File: config.mk
export PLATFORM = sky130hd
export DESIGN_NAME = comp_arbiter
export DESIGN_NICKNAME = d
export VERILOG_FILES = /design/src/rtl/comp_arbiter_pkg.sv /design/src/rtl/comp_32.sv /design/src/rtl/comp_arbiter.sv
export SDC_FILE = /design/constraint.sdc
export NUM_CORES = 1
export LEC_CHECK = 0
export ABC_AREA = 1
export CORE_MARGIN = 1.5
export CORE_UTILIZATION = 50
export DETAILED_ROUTE_END_ITERATION = 8
export GPL_ROUTABILITY_DRIVEN = 1
export PLACE_DENSITY_LB_ADDON = 0.25
export SLEW_MARGIN = 20
export SYNTH_ARGS = -nofsm -noshare
export SYNTH_HDL_FRONTEND = slang
export SYNTH_SLANG_ARGS = --single-unit
File: constraint.sdc
create_clock -name clk -period 6.4 [get_ports clk]
set_input_delay 1.28 -clock clk [delete_from_list [all_inputs] [get_ports clk]]
set_output_delay 1.28 -clock clk [all_outputs]
set_load 0.02 [all_outputs]
File: src/rtl/comp_arbiter_pkg.sv
// Shared definitions for the compare arbiter: FSM encoding, requester ids
// and the round-robin pick function.
package comp_arbiter_pkg;

    localparam logic [1:0] ST_IDLE    = 2'd0;
    localparam logic [1:0] ST_COMPARE = 2'd1;
    localparam logic [1:0] ST_RESP    = 2'd2;

    localparam logic ID_REQ0 = 1'b0;
    localparam logic ID_REQ1 = 1'b1;

    typedef enum logic [1:0] {
        IDLE    = ST_IDLE,
        COMPARE = ST_COMPARE,
        RESP    = ST_RESP
    } state_t;

    // Both pending: hand the slot to whoever did not win last time.
    // Otherwise the single pending requester wins.
    function automatic logic rr_pick(input logic v0, input logic v1, input logic last);
        if (v0 && v1) begin
            return (last == ID_REQ0) ? ID_REQ1 : ID_REQ0;
        end else if (v0) begin
            return ID_REQ0;
        end else begin
            return ID_REQ1;
        end
    endfunction

endpackage

File: src/rtl/comp_32.sv
// 32-bit signed comparator; outputs are forced low when not enabled.
module comp_32 (
    input  logic        enable,
    input  logic [31:0] a,
    input  logic [31:0] b,
    output logic        eq,
    output logic        gt
);

    // Signed equality / greater-than, gated by enable
    always_comb begin
        eq = enable && (a == b);
        gt = enable && ($signed(a) > $signed(b));
    end

endmodule

File: src/rtl/comp_arbiter.sv
// Shares one signed comparator between two requesters with round-robin
// arbitration; result is held until the consumer acknowledges it.
module comp_arbiter
    import comp_arbiter_pkg::*;
#(
    parameter int CNT_W = 16
) (
    input  logic             clk,
    input  logic             rst,
    input  logic             req0_valid,
    input  logic [31:0]      req0_a,
    input  logic [31:0]      req0_b,
    output logic             req0_ready,
    input  logic             req1_valid,
    input  logic [31:0]      req1_a,
    input  logic [31:0]      req1_b,
    output logic             req1_ready,
    output logic             resp_valid,
    output logic             resp_id,
    output logic             resp_eq,
    output logic             resp_gt,
    output logic             resp_lt,
    input  logic             resp_ack,
    output logic [CNT_W-1:0] done_count
);

    state_t      state;
    logic        last_grant;
    logic        cur_id;
    logic [31:0] op_a;
    logic [31:0] op_b;
    logic        any_valid;
    logic        grant_id;
    logic        cmp_eq;
    logic        cmp_gt;

    // Grant decision and ready strobes; only offered while idle
    always_comb begin
        // NOTE: every output of a combinational block gets a default first so no latch is inferred.
        any_valid  = req0_valid || req1_valid;
        grant_id   = rr_pick(req0_valid, req1_valid, last_grant);
        req0_ready = 1'b0;
        req1_ready = 1'b0;
        if (state == IDLE && any_valid) begin
            req0_ready = (grant_id == ID_REQ0);
            req1_ready = (grant_id == ID_REQ1);
        end
    end

    comp_32 u_comp (
        .enable (state == COMPARE),
        .a      (op_a),
        .b      (op_b),
        .eq     (cmp_eq),
        .gt     (cmp_gt)
    );

    // FSM: accept in IDLE, capture compare result, present until acknowledged
    always_ff @(posedge clk or posedge rst) begin
        if (rst) begin
            state      <= IDLE;
            last_grant <= ID_REQ1;
            cur_id     <= ID_REQ0;
            op_a       <= '0;
            op_b       <= '0;
            resp_valid <= 1'b0;
            resp_id    <= ID_REQ0;
            resp_eq    <= 1'b0;
            resp_gt    <= 1'b0;
            resp_lt    <= 1'b0;
            done_count <= '0;
        end else begin
            // NOTE: state registers use non-blocking assignments so every update sees pre-edge values.
            case (state)
                IDLE: begin
                    if (any_valid) begin
                        op_a       <= (grant_id == ID_REQ1) ? req1_a : req0_a;
                        op_b       <= (grant_id == ID_REQ1) ? req1_b : req0_b;
                        cur_id     <= grant_id;
                        last_grant <= grant_id;
                        state      <= COMPARE;
                    end
                end
                COMPARE: begin
                    resp_eq <= cmp_eq;
                    resp_gt <= cmp_gt;
                    resp_lt <= !cmp_eq && !cmp_gt;
                    resp_id <= cur_id;
                    state   <= RESP;
                end
                RESP: begin
                    if (!resp_valid) begin
                        resp_valid <= 1'b1;
                    end else if (resp_ack) begin
                        resp_valid <= 1'b0;
                        state      <= IDLE;
                        if (done_count != '1) begin
                            done_count <= done_count + CNT_W'(1);
                        end
                    end
                end
                default: state <= IDLE;
            endcase
        end
    end

endmodule

# Yosys cells after proc, flatten, opt, wreduce, memory -nomap -nowiden
# Index checks and enable logic that the tools add are counted.
# totals
register_bits	89
wordCells	46
# classes
n_reduce_logical	12
magnitude_cmp	1
n_addsub	1
bitwise_logic	1
n_mux	13
n_eq_ne	7
# op_table
cell	count
$mux 32	2
$eq 32x32->1	1
$gt 32x32->1	1
$add 16x1->16 const B	1
$ne 16x16->1 const B	1
$mux 1	7
$mux 2	3
$ne 2x2->1 const B	3
$pmux 2 s3	1
$logic_and 1x1->1	5
$reduce_and 4->1	1
$reduce_and 3->1	1
$eq 2x1->1 const B	1
$eq 2x2->1 const B	1
$logic_not 1->1	2
$logic_not 2->1	1
$reduce_and 2->1	1
$logic_or 1x1->1	1
$not 1->1	1

# Logic depth before layout (Yosys ltp)
# Gate-level depths: netlist (run 1).
# depth
word_depth	4
ltp_mapped	14
ltp_nobuf	14

# Modules after synthesis
# From an unflattened synthesis (run 1), not the netlist that was laid out.
# hier_totals
cells_unflattened	683
hier_area_um2	4998.5
# modules_own_cells
mod	cells_each	n_inst	area_per_inst_um2	seq_area_each_um2
comp_arbiter	533	1	4103.9	2228.4
comp_32	150	1	894.6	0.0

# Least setup slack after synthesis (run 1)
# OpenSTA, ideal clock, no wires.
# synth_path
path_kind	input port to output port
from	input port req1_valid
to	output port req0_ready
path_buffers	2
path_stages	4
setup_slack_ns	3.147
arrival_time_ns	1.973
cell_sequence	o21ai_2 > nor2_1 > buf_4 > buf_2
# synth_via
elab_chain_len	4
elab_cells_between_ends	6
# synth_lines
element	line	rtl
start, declared	comp_arbiter.sv:14	input logic req1_valid,
$logic_and 1x1->1	comp_arbiter_pkg.sv:21	if (v0 && v1) begin
$mux 1	comp_arbiter_pkg.sv:21	
$not 1->1	comp_arbiter.sv:45	req0_ready = (grant_id == ID_REQ0);
$mux 1 (*)	comp_arbiter.sv:44	if (state == IDLE && any_valid) begin
end, declared	comp_arbiter.sv:13	output logic req0_ready,
# Every way passes the cells marked *; elsewhere a longest branch is shown, timed or not.

# Worst setup path after layout (run 1)
# Ends and elaborated chain as after synthesis.

==> metrics.md, run 1 <==
| Metric | Value |
|---|---|
| Clock tree sinks | 89 |
| Compound-gate portion of the synthesized area | 7.87% |
| Fin crit share | 72.9% |
| Die Area | 10,500 sq um |
| Seq pwr share | 35.0% |
| Wire per inst | between 10 and 15 microns |
| Nets | 940 |
| Share of cells above drive strength 1 | 5.01% |
| Reg clk slew, reported paths | 0.08 ns |
| Status | completed |
| Critical Path RT | 5.12 ns |
| Final hold viol count | 0 |
| Crit path buf inv count | 3 |
| GR Util All Layers | 24.4% |
| Initial antenna violation count | 0 |
| Core box area | around 9700 sq um |
| Row count | 36 |
| Seq/Total Area, Yosys | a little under half |
| Gpl congestion | 0.836 |
| Top Family by Delay on Critical Path | buffers and inverters |
| Crit path cell chain | clkdlybuf4s50_1 > o21ai_4 > nor2_4 > buf_4 > clkdlybuf4s50_1 |
| Grt ovf | 0 |
| Hpwl dp | between 8000 and 9000 microns |
| Die Y | 102 microns |
| Setup TNS Final | 0 ns |
| Area delta synth->final | 37.8% |
| Syn avg cell area | 7.87 sq um |
| Initial drt markers | approximately 130 |
| RSZ-0062 raised after global routing | no |
| Final clock skew | 0.00685 ns |
| Hold slack | 0.489 ns |
| Initial Utilization | 50.9% |
| Internal power | between 1.5 and 2 mW |
| Finished Layout Cells | between 900 and 1,000 |
| CTS Hold Bufs | 0 |
| CP max stage cell | clkdlybuf4s50_1 |
| Combinational power share | 49.9% |
| Num CTS Buffers | 9 |
| Psw | between 1 and 1.5 mW |
| Clock power share | 15.1% |
| DRC | 0 |
| Port Buffers | 155 |
| Unique masters post-synth | 28 |
| Pwr/cell area | 395 nW/um^2 |
| Worst skew pair latency | 0.36 ns |
| DR vias/cell | 5.04 |
| First drt pass iteration count | 4 |
| First-pass GRT wire length | 19,900 microns |
| Worst VDD drop | ~0.23 mV |
| Yosys reg bits | slightly below 90 |
| Placed cells | 896 |
| Crit path kind | in2out |
| Hold crit path type | reg2reg |
| Max Fclk | 0.214 GHz |
| Most common cell after layout, fill and taps aside | nand2_1 |
| Synth Cell Area | 4930 sq um |
| Max cap viols | 0 |
| Multiplexer area fraction after synthesis | 0% |
| Lkg Pwr | 3.14 nW |
| Total power | around 2.7 mW |
| Post-Place Worst Slack | 1.73 ns |
| Vias | approximately 4,600 |
| CP arrival | 3.39 ns |
| Simple-Gate Fraction of Synth Area | 28.5% |
| Largest stage delay, worst path | roughly 0.73 ns |
| Number of global-route vias before repair | 4,559 |
| DP Area | 6580 sq um |
| Clock buffer depth | 2 |
| CTS root buf | clkbuf_8 |
| Max-slew violations | 0 |
| Xor/xnor share of the synthesized area | 2.67% |
| Cell count after synthesis | 626 |
| Finished Core Util | approximately 70% |
| # IOs | 156 |
| Largest family of logic cells by synthesized area | simple AND/OR/NAND/NOR gates |
| Rel. slew slack | 46.2% |
| Crit path capture type | primary output |
| CTS tree | yes |
| H-tree levels | 3 |
| Switching share of power | 41.5% |
| Post-Syn Nets | roughly 790 |
| Min Tclk post-route | between 4 and 5 ns |
| Post-CTS resize count | 0 |
| CP Launch Type | input pin |
| Adder-Cell Fraction of Synth Area | between 8 and 9% |
| Fin area | 6790 sq um |
| Most used cell, CP | clkdlybuf4s50_1 |
| Post-DRT Antenna Nets | 0 |
| Yosys warns | 0 |
| Worst slew pin tran | between 0.8 and 0.9 ns |
| Die Wd | 102 microns |
| Largest net degree at the start of global routing | 90 |
| Crit path setup slack, layout | 1.73 ns |
| Antenna diode count | 0 |
| Setup Fix Bufs, Post-CTS | 0 |
| Commonest cells after routing, fill and taps aside | nand2_1, clkdlybuf4s50_1, dfrtp_1 |
| DRT Wirelength | 12,400 microns |
| Max FO, Critical Path | 65 |
| Final setup viols | 0 |
[state kept, by name, indices dropped and copies added (netlist names)]
register / flops
resp_gt: 1
resp_valid: 1
op_b: 32
state: 2
done_count: 16
op_a: 32
resp_lt: 1
cur_id: 1
last_grant: 1
resp_id: 1
resp_eq: 1
[tightest hold or removal path, stage by stage, from the launching register on]
cell and delay, ns:
dfstp_2 0.37, inv_1 0.05, o21ai_1 0.07
[per-layer routing]
metal	wire length, microns	global-route usage (%)	vias to the layer above
met5	0	0	-
met4	190	8.96	0
met3	621	3.69	16
met2	6110	43.4	134
met1	5450	30.0	2162
li1	-	-	2288
[kinds of logic (layout without fill, tap and decap cells)]
group           count (synthesis)  in the layout
simple gates                  345            345
fa+ha+maj                      33             33
flops                          89             89
buf+inv                        87            240
xor+xnor                       15             15
compound gates                 57             57
[path summary, 6_finish.rpt]
kind                                        start                     end  slack [ns]  depth (start not counted)
max                                    req1_valid              req0_ready        1.73                          5
min                        last_grant$_DFFE_PP1P_  last_grant$_DFFE_PP1P_        0.49                          2
max reg2reg                  state[0]$_DFFE_PP0P_    op_b[25]$_DFFE_PP0P_        4.45                          6
min reg2reg                last_grant$_DFFE_PP1P_  last_grant$_DFFE_PP1P_        0.49                          2
max in group asynchronous                     rst     op_a[4]$_DFFE_PP0P_        4.39                          3
min in group asynchronous                     rst     op_b[8]$_DFFE_PP0P_        1.46                          3
[power by group through the flow]
stage | combinational [mW] | clock, mW | sequential, mW
detailed placement | 1.33 | 0 | 0.946
CTS | 1.35 | 0.413 | 0.938
floorplan | 0.893 | 0 | 0.955
global placement | 1.27 | 0 | 0.936
global route | 1.52 | 0.430 | 0.965
finish | 1.34 | 0.406 | 0.940
[cell type report]
cell class,count,area (sq um)
fill,785,2890
multi-input combinational,450,2360
sequential,89,2230
timing repair buffer,159,1590
inverter,65,245
clock buffer,14,173
tap,133,166
clock inverter,2,35.0
[synth_stat cells]
| master | number | share of area [%] |
|---|---|---|
| nor4_4 | 1 | 0.43 |
| clkbuf_1 | 9 | 0.69 |
| buf_2 | 9 | 0.91 |
| xor2_1 | 8 | 1.4 |
| inv_2 | 6 | 0.46 |
| inv_1 | 59 | 4.5 |
| o21a_1 | 1 | 0.15 |
| xnor2_1 | 7 | 1.2 |
| nor3_1 | 6 | 0.61 |
| nand2_2 | 3 | 0.38 |
| ha_1 | 33 | 8.4 |
| nand4_1 | 3 | 0.38 |
| nand2_1 | 255 | 19 |
| o211ai_1 | 32 | 4.9 |
| nor2_1 | 29 | 2.2 |
| a21o_1 | 2 | 0.30 |
| o21ai_1 | 4 | 0.41 |
| dfstp_2 | 1 | 0.53 |
| nand3_1 | 43 | 4.4 |
| dfrtp_1 | 88 | 45 |
| nand3_2 | 1 | 0.20 |
| nor4_1 | 1 | 0.13 |
| a21oi_1 | 11 | 1.1 |
| o21ai_0 | 3 | 0.30 |
| buf_4 | 2 | 0.30 |
| o21ai_2 | 4 | 0.71 |
| buf_6 | 2 | 0.46 |
| nor2_2 | 3 | 0.38 |
Note: power is estimated with default switching activity, not from simulation.
==> run 2: changes to the inputs <==
--- a/config.mk
+++ b/config.mk
@@ -7,7 +7,7 @@
 export LEC_CHECK = 0
 export ABC_AREA = 1
 export CORE_MARGIN = 1.5
-export CORE_UTILIZATION = 50
+export CORE_UTILIZATION = 47
 export DETAILED_ROUTE_END_ITERATION = 8
 export GPL_ROUTABILITY_DRIVEN = 1
 export PLACE_DENSITY_LB_ADDON = 0.25
==> constraint.sdc (replaced) <==
create_clock -name clk -period 4.5 [get_ports clk]
set_input_delay 0.9 -clock clk [delete_from_list [all_inputs] [get_ports clk]]
set_output_delay 0.9 -clock clk [all_outputs]
set_load 0.02 [all_outputs]
==> metrics.md, run 2 (synthesis results as in run 1) <==
| Metric | Value |
|---|---|
| Status | completed |
| Biggest regs | op_a x32, op_b x32, done_count x16 |
| Die Area | 11,100 sq um |
| Most common cell after layout, fill and taps aside | nand2_1 |
| Commonest cells after routing, fill and taps aside | nand2_1, clkdlybuf4s50_1, dfrtp_1 |
| Initial antenna violation count | 0 |
| Nets | 941 |
| Min Tclk post-route | 3.33 ns |
| Gpl congestion | 0.818 |
| Clock tree sinks | just under 90 |
| Final clock skew | 0.0149 ns |
| Psw | 1.57 mW |
| Max FO, Critical Path | 2 |
| Max-slew violations | 0 |
| Total power | about 3.8 mW |
| Port Buffers | 155 |
| Top Family by Delay on Critical Path | buffers and inverters |
| RSZ-0062 raised after global routing | no |
| Seq pwr share | 35.3% |
| Num CTS Buffers | 9 |
| Row count | 37 |
| Combinational power share | 49.7% |
| Max cap viols | 0 |
| Hold crit path type | reg2reg |
| Initial Utilization | 48.1% |
| DRC | 0 |
| Final setup viols | 0 |
| Die Y | approximately 110 microns |
| Core box area | 10,200 sq um |
| Storage cell area | 2230 sq um |
| Crit path cell chain | clkdlybuf4s50_1 > nand2_1 > nand2_1 > inv_1 > nor2_4 > clkdlybuf4s50_1 |
| Multi-input gate area | around 2400 sq um |
| Area delta synth->final | 37.9% |
| Largest stage delay, worst path | 0.60 ns |
| Share of cells above drive strength 1 | 5.38% |
| Setup Fix Bufs, Post-CTS | 0 |
| Met3 usage | 3.90% |
| Antenna diode count | 0 |
| CP Launch Type | input pin |
| Switching share of power | 41.6% |
| # IOs | roughly 160 |
| Global Route met1 Usage | 27.8% |
| CTS root buf | clkbuf_8 |
| Wire per inst | 13.1 microns |
| Post-CTS resize count | 0 |
| Hpwl dp | ~9000 microns |
| CTS Hold Bufs | 0 |
| CP max stage cell | clkdlybuf4s50_1 |
| Fin crit share | between 70% and 80% |
| Worst slew pin tran | 0.699 ns |
| Crit path buf inv count | 3 |
| Post-DRT Antenna Nets | 0 |
| GR Util met2 | 40.5% |
| First drt pass iteration count | 4 |
| Initial drt markers | 229 |
| Grt ovf | 0 |
| Critical Path RT | 3.60 ns |
| DRT Wirelength | approximately 12,000 microns |
| Worst VDD drop | about 0.22 mV |
| Internal power | 2.20 mW |
| Number of fillers in the final layout | 853 |
| CTS tree | yes |
| GR Util All Layers | 22.6% |
| First-pass GRT wire length | approximately 20,000 microns |
| Die Wd | 105 microns |
| Crit path kind | in2out |
| Final hold viol count | 0 |
| Lkg Pwr | 3.14 nW |
| Vias | 4,544 |
| Pwr/cell area | 555 nW/um^2 |
| Reg clk slew, reported paths | approximately 0.080 ns |
| Number of global-route vias before repair | roughly 4,600 |
| Max Fclk | 0.301 GHz |
| Clock power share | around 15% |
| DR vias/cell | ~5.0 |
| Largest net degree at the start of global routing | 66 |
| CP arrival | 2.43 ns |
| Grt peak-use layer | met2 |
| H-tree levels | 3 |
| Setup TNS Final | 0 ns |
| Crit path capture type | primary output |
| Clock buffer depth | 2 |
| Worst skew pair latency | around 0.35 ns |
| Rel. slew slack | 53.4% |
==> run 2: cell count changes in the layout (fill, tap and decap cells not counted), sizes merged <==
cell / change
buf: +1
inv: +1
clkbuf: -4
clkinv: +3
==> run 2: through the flow <==
stage | util, % | setup WS, ns | area (sq um) | hold slack, ns | cells
6_report | 66.4 | 1.17 | 6790 | 0.495 | 916
5_1_grt | 66.4 | 1.07 | 6790 | 0.506 | 916
4_1_cts | 66.4 | 1.15 | 6790 | 0.495 | 916
3_5_place_dp | 64.4 | 1.15 | 6590 | 0.473 | 900
3_3_place_gp | 64.4 | 1.15 | 6590 | 0.469 | 900
2_1_floorplan | - | 1.29 | 4930 | 0.459 | 626
==> run 2: routing by layer <==
metal  part of all wire (%)  wire, microns
met1                     43           5170
met5                      0              0
met4                    1.0            123
met2                     50           6060
met3                    5.6            677
==> run 2: final timing paths <==
path                                 startpoint                         to  slack, ns  cells past startpoint
setup / recovery                     req1_valid                 req1_ready       1.17                      6
hold / removal              resp_lt$_DFFE_PP0P_        resp_lt$_DFFE_PP0P_       0.50                      2
setup reg to reg           state[0]$_DFFE_PP0P_        op_b[5]$_DFFE_PP0P_       2.54                      5
hold reg to reg             resp_lt$_DFFE_PP0P_        resp_lt$_DFFE_PP0P_       0.50                      2
max in group asynchronous                   rst     last_grant$_DFFE_PP1P_       2.92                      3
min in group asynchronous                   rst  done_count[1]$_DFFE_PP0P_       0.77                      2
==> run 2: cell type report <==
| cell class | instances | share of cell area [%] |
|---|---|---|
| multi-input cells | 450 | 34.7 |
| clock buffers | 10 | 2.03 |
| clock inverters | 6 | 0.976 |
| repair buffers | 160 | 23.4 |
| flip-flops and latches | 89 | 32.8 |
| inverters | 65 | 3.61 |
| well taps | 136 | 2.50 |
==> run 2: power groups by stage <==
| stage | clock network (mW) | registers [mW] | logic [mW] |
|---|---|---|---|
| 3_5_place_dp | 0 | 1.35 | 1.89 |
| 4_1_cts | 0.580 | 1.33 | 1.90 |
| 2_1_floorplan | 0 | 1.36 | 1.27 |
| 6_report | 0.567 | 1.33 | 1.87 |
| 5_1_grt | 0.606 | 1.37 | 2.15 |
| 3_3_place_gp | 0 | 1.33 | 1.82 |
==> run 2: worst min-delay path, cell delays in order (launching register included) <==
cell and delay (ns):
dfrtp_1 0.36, nand2_1 0.05, nand2_1 0.06
==> run 3: changes to the inputs <==
--- a/config.mk
+++ b/config.mk
@@ -7,7 +7,7 @@
 export LEC_CHECK = 0
 export ABC_AREA = 1
 export CORE_MARGIN = 1.5
-export CORE_UTILIZATION = 47
+export CORE_UTILIZATION = 43
 export DETAILED_ROUTE_END_ITERATION = 8
 export GPL_ROUTABILITY_DRIVEN = 1
 export PLACE_DENSITY_LB_ADDON = 0.25
==> constraint.sdc (replaced) <==
create_clock -name clk -period 2.8 [get_ports clk]
set_input_delay 0.56 -clock clk [delete_from_list [all_inputs] [get_ports clk]]
set_output_delay 0.56 -clock clk [all_outputs]
set_load 0.02 [all_outputs]
==> metrics.md, run 3 (synthesis results as in run 1) <==
| Metric | Value |
|---|---|
| Min Tclk post-route | between 2 and 3 ns |
| Max FO, Critical Path | 2 |
| Hold Startpoint | resp_lt$_DFFE_PP0P_ |
| First-pass GRT wire length | 20,300 microns |
| Number of global-route vias before repair | 4,673 |
| Num CTS Buffers | 9 |
| # IOs | ~160 |
| Pwr/cell area | 921 nW/um^2 |
| Crit path kind | in2out |
| Max cap viols | 0 |
| Crit path capture type | primary output |
| Worst skew pair latency | 0.33 ns |
| Max-slew violations | 0 |
| Seq pwr share | 34.0% |
| Final clock skew | 0.00738 ns |
| Fin crit share | 92.5% |
| Initial antenna violation count | 0 |
| Gpl congestion | 0.864 |
| Nets | 943 |
| Placed cells | 906 |
| Reg clk slew, reported paths | approximately 0.060 ns |
| CTS Hold Bufs | 0 |
| Wire per inst | 13.5 microns |
| Biggest regs | op_a x32, op_b x32, done_count x16 |
| Critical Path RT | 2.24 ns |
| Setup TNS Final | 0 ns |
| CP arrival | 2.03 ns |
| Vias | around 4,500 |
| Hpwl dp | 9350 microns |
| Lkg Pwr | 3.18 nW |
| CTS root buf | clkbuf_16 |
| DRT Wirelength | 12,400 microns |
| Setup Fix Bufs, Post-CTS | 0 |
| Finished Core Util | a little over three fifths |
| Die Area | around 12,000 sq um |
| Finished Layout Cells | 921 |
| RSZ-0062 raised after global routing | no |
| Total power | 6.37 mW |
| Hold slack | 0.491 ns |
| Final setup viols | 0 |
| First drt pass iteration count | 4 |
| Final hold viol count | 0 |
| Worst slew pin tran | about 0.67 ns |
| Clock power share | 18.3% |
| H-tree levels | 3 |
| Psw | 2.56 mW |
| Initial Utilization | 44.9% |
| Largest net degree at the start of global routing | 66 |
| Die Wd | 110 microns |
| Antenna diode count | 0 |
| Hold crit path type | reg2reg |
| Clock tree sinks | 89 |
| Rel. slew slack | a little under three fifths |
| Switching share of power | 40.3% |
| Combinational power share | 47.7% |
| Initial drt markers | 296 |
| Row count | 38 |
| Core box area | ~11,000 sq um |
| CTS tree | yes |
| Post-CTS resize count | 0 |
| DRC | 0 |
| Internal power | between 3 and 4 mW |
| Die Y | 110 microns |
| Most common cell after layout, fill and taps aside | nand2_1 |
| Port Buffers | ~160 |
| Share of cells above drive strength 1 | 5.51% |
| Max Fclk | between 0.3 and 0.4 GHz |
| Grt ovf | 0 |
| Post-DRT Antenna Nets | 0 |
| Status | completed |
| Clock buffer depth | 2 |
| Reg-to-Reg Start | done_count[0]$_DFFE_PP0P_ |
| DR vias/cell | between 4 and 5 |
| GR Util All Layers | between 20% and 30% |
| Worst VDD drop | 0.437 mV |
| Commonest cells after routing, fill and taps aside | nand2_1, clkdlybuf4s50_1, dfrtp_1 |
| Area delta synth->final | 40.3% |
| Number of fillers in the final layout | 946 |
| CP Launch Point | req1_valid |
| CP Launch Type | input pin |
==> run 3: power groups by stage <==
stage          Combinational, mW  Sequential, mW  Clock [mW]
2_1_floorplan               2.04            2.18           0
3_3_place_gp                2.93            2.15           0
3_5_place_dp                3.06            2.18           0
4_1_cts                     3.09            2.16        1.20
5_1_grt                     3.49            2.22        1.25
6_report                    3.04            2.16        1.17
==> run 3: worst paths after layout <==
check	depth (start not counted)	to	slack [ns]
min in group asynchronous	2	done_count[3]$_DFFE_PP0P_	0.67
max reg2reg	8	done_count[4]$_DFFE_PP0P_	0.90
min	2	resp_lt$_DFFE_PP0P_	0.49
max in group asynchronous	3	op_b[10]$_DFFE_PP0P_	1.39
max	6	req1_ready	0.21
min reg2reg	2	resp_lt$_DFFE_PP0P_	0.49
==> run 3: layout make-up <==
cell class | instances | area, sq um | share of cell area, %
clock buffers | 9 | 225 | 3.26
inverters | 65 | 248 | 3.59
repair buffers | 162 | 1620 | 23.4
flip-flops and latches | 89 | 2230 | 32.2
clock inverters | 6 | 60.1 | 0.869
multi-input cells | 450 | 2360 | 34.1
well taps | 140 | 175 | 2.53
==> run 3: metal layers <==
layer  vias up  track usage [%]  share of wire (%)
li1       2295                -                  -
met1      2086             25.8                 44
met2       131             38.2                 49
met3        21             3.94                6.0
met4         0             8.81                1.9
met5         -                0                  0
==> run 3: stage by stage <==
stage / instance area (sq um) / setup slack, ns
3_3_place_gp: 6630 / 0.207
3_5_place_dp: 6630 / 0.197
6_report: 6910 / 0.211
2_1_floorplan: 4930 / 0.987
4_1_cts: 6910 / 0.197
5_1_grt: 6910 / 0.130
==> run 3: worst max-delay path: stages <==
cell and delay (ns):
clkdlybuf4s50_1 0.48, nand2_1 0.06, nand2_1 0.12, inv_1 0.09, nor2_4 0.11, clkdlybuf4s50_1 0.62
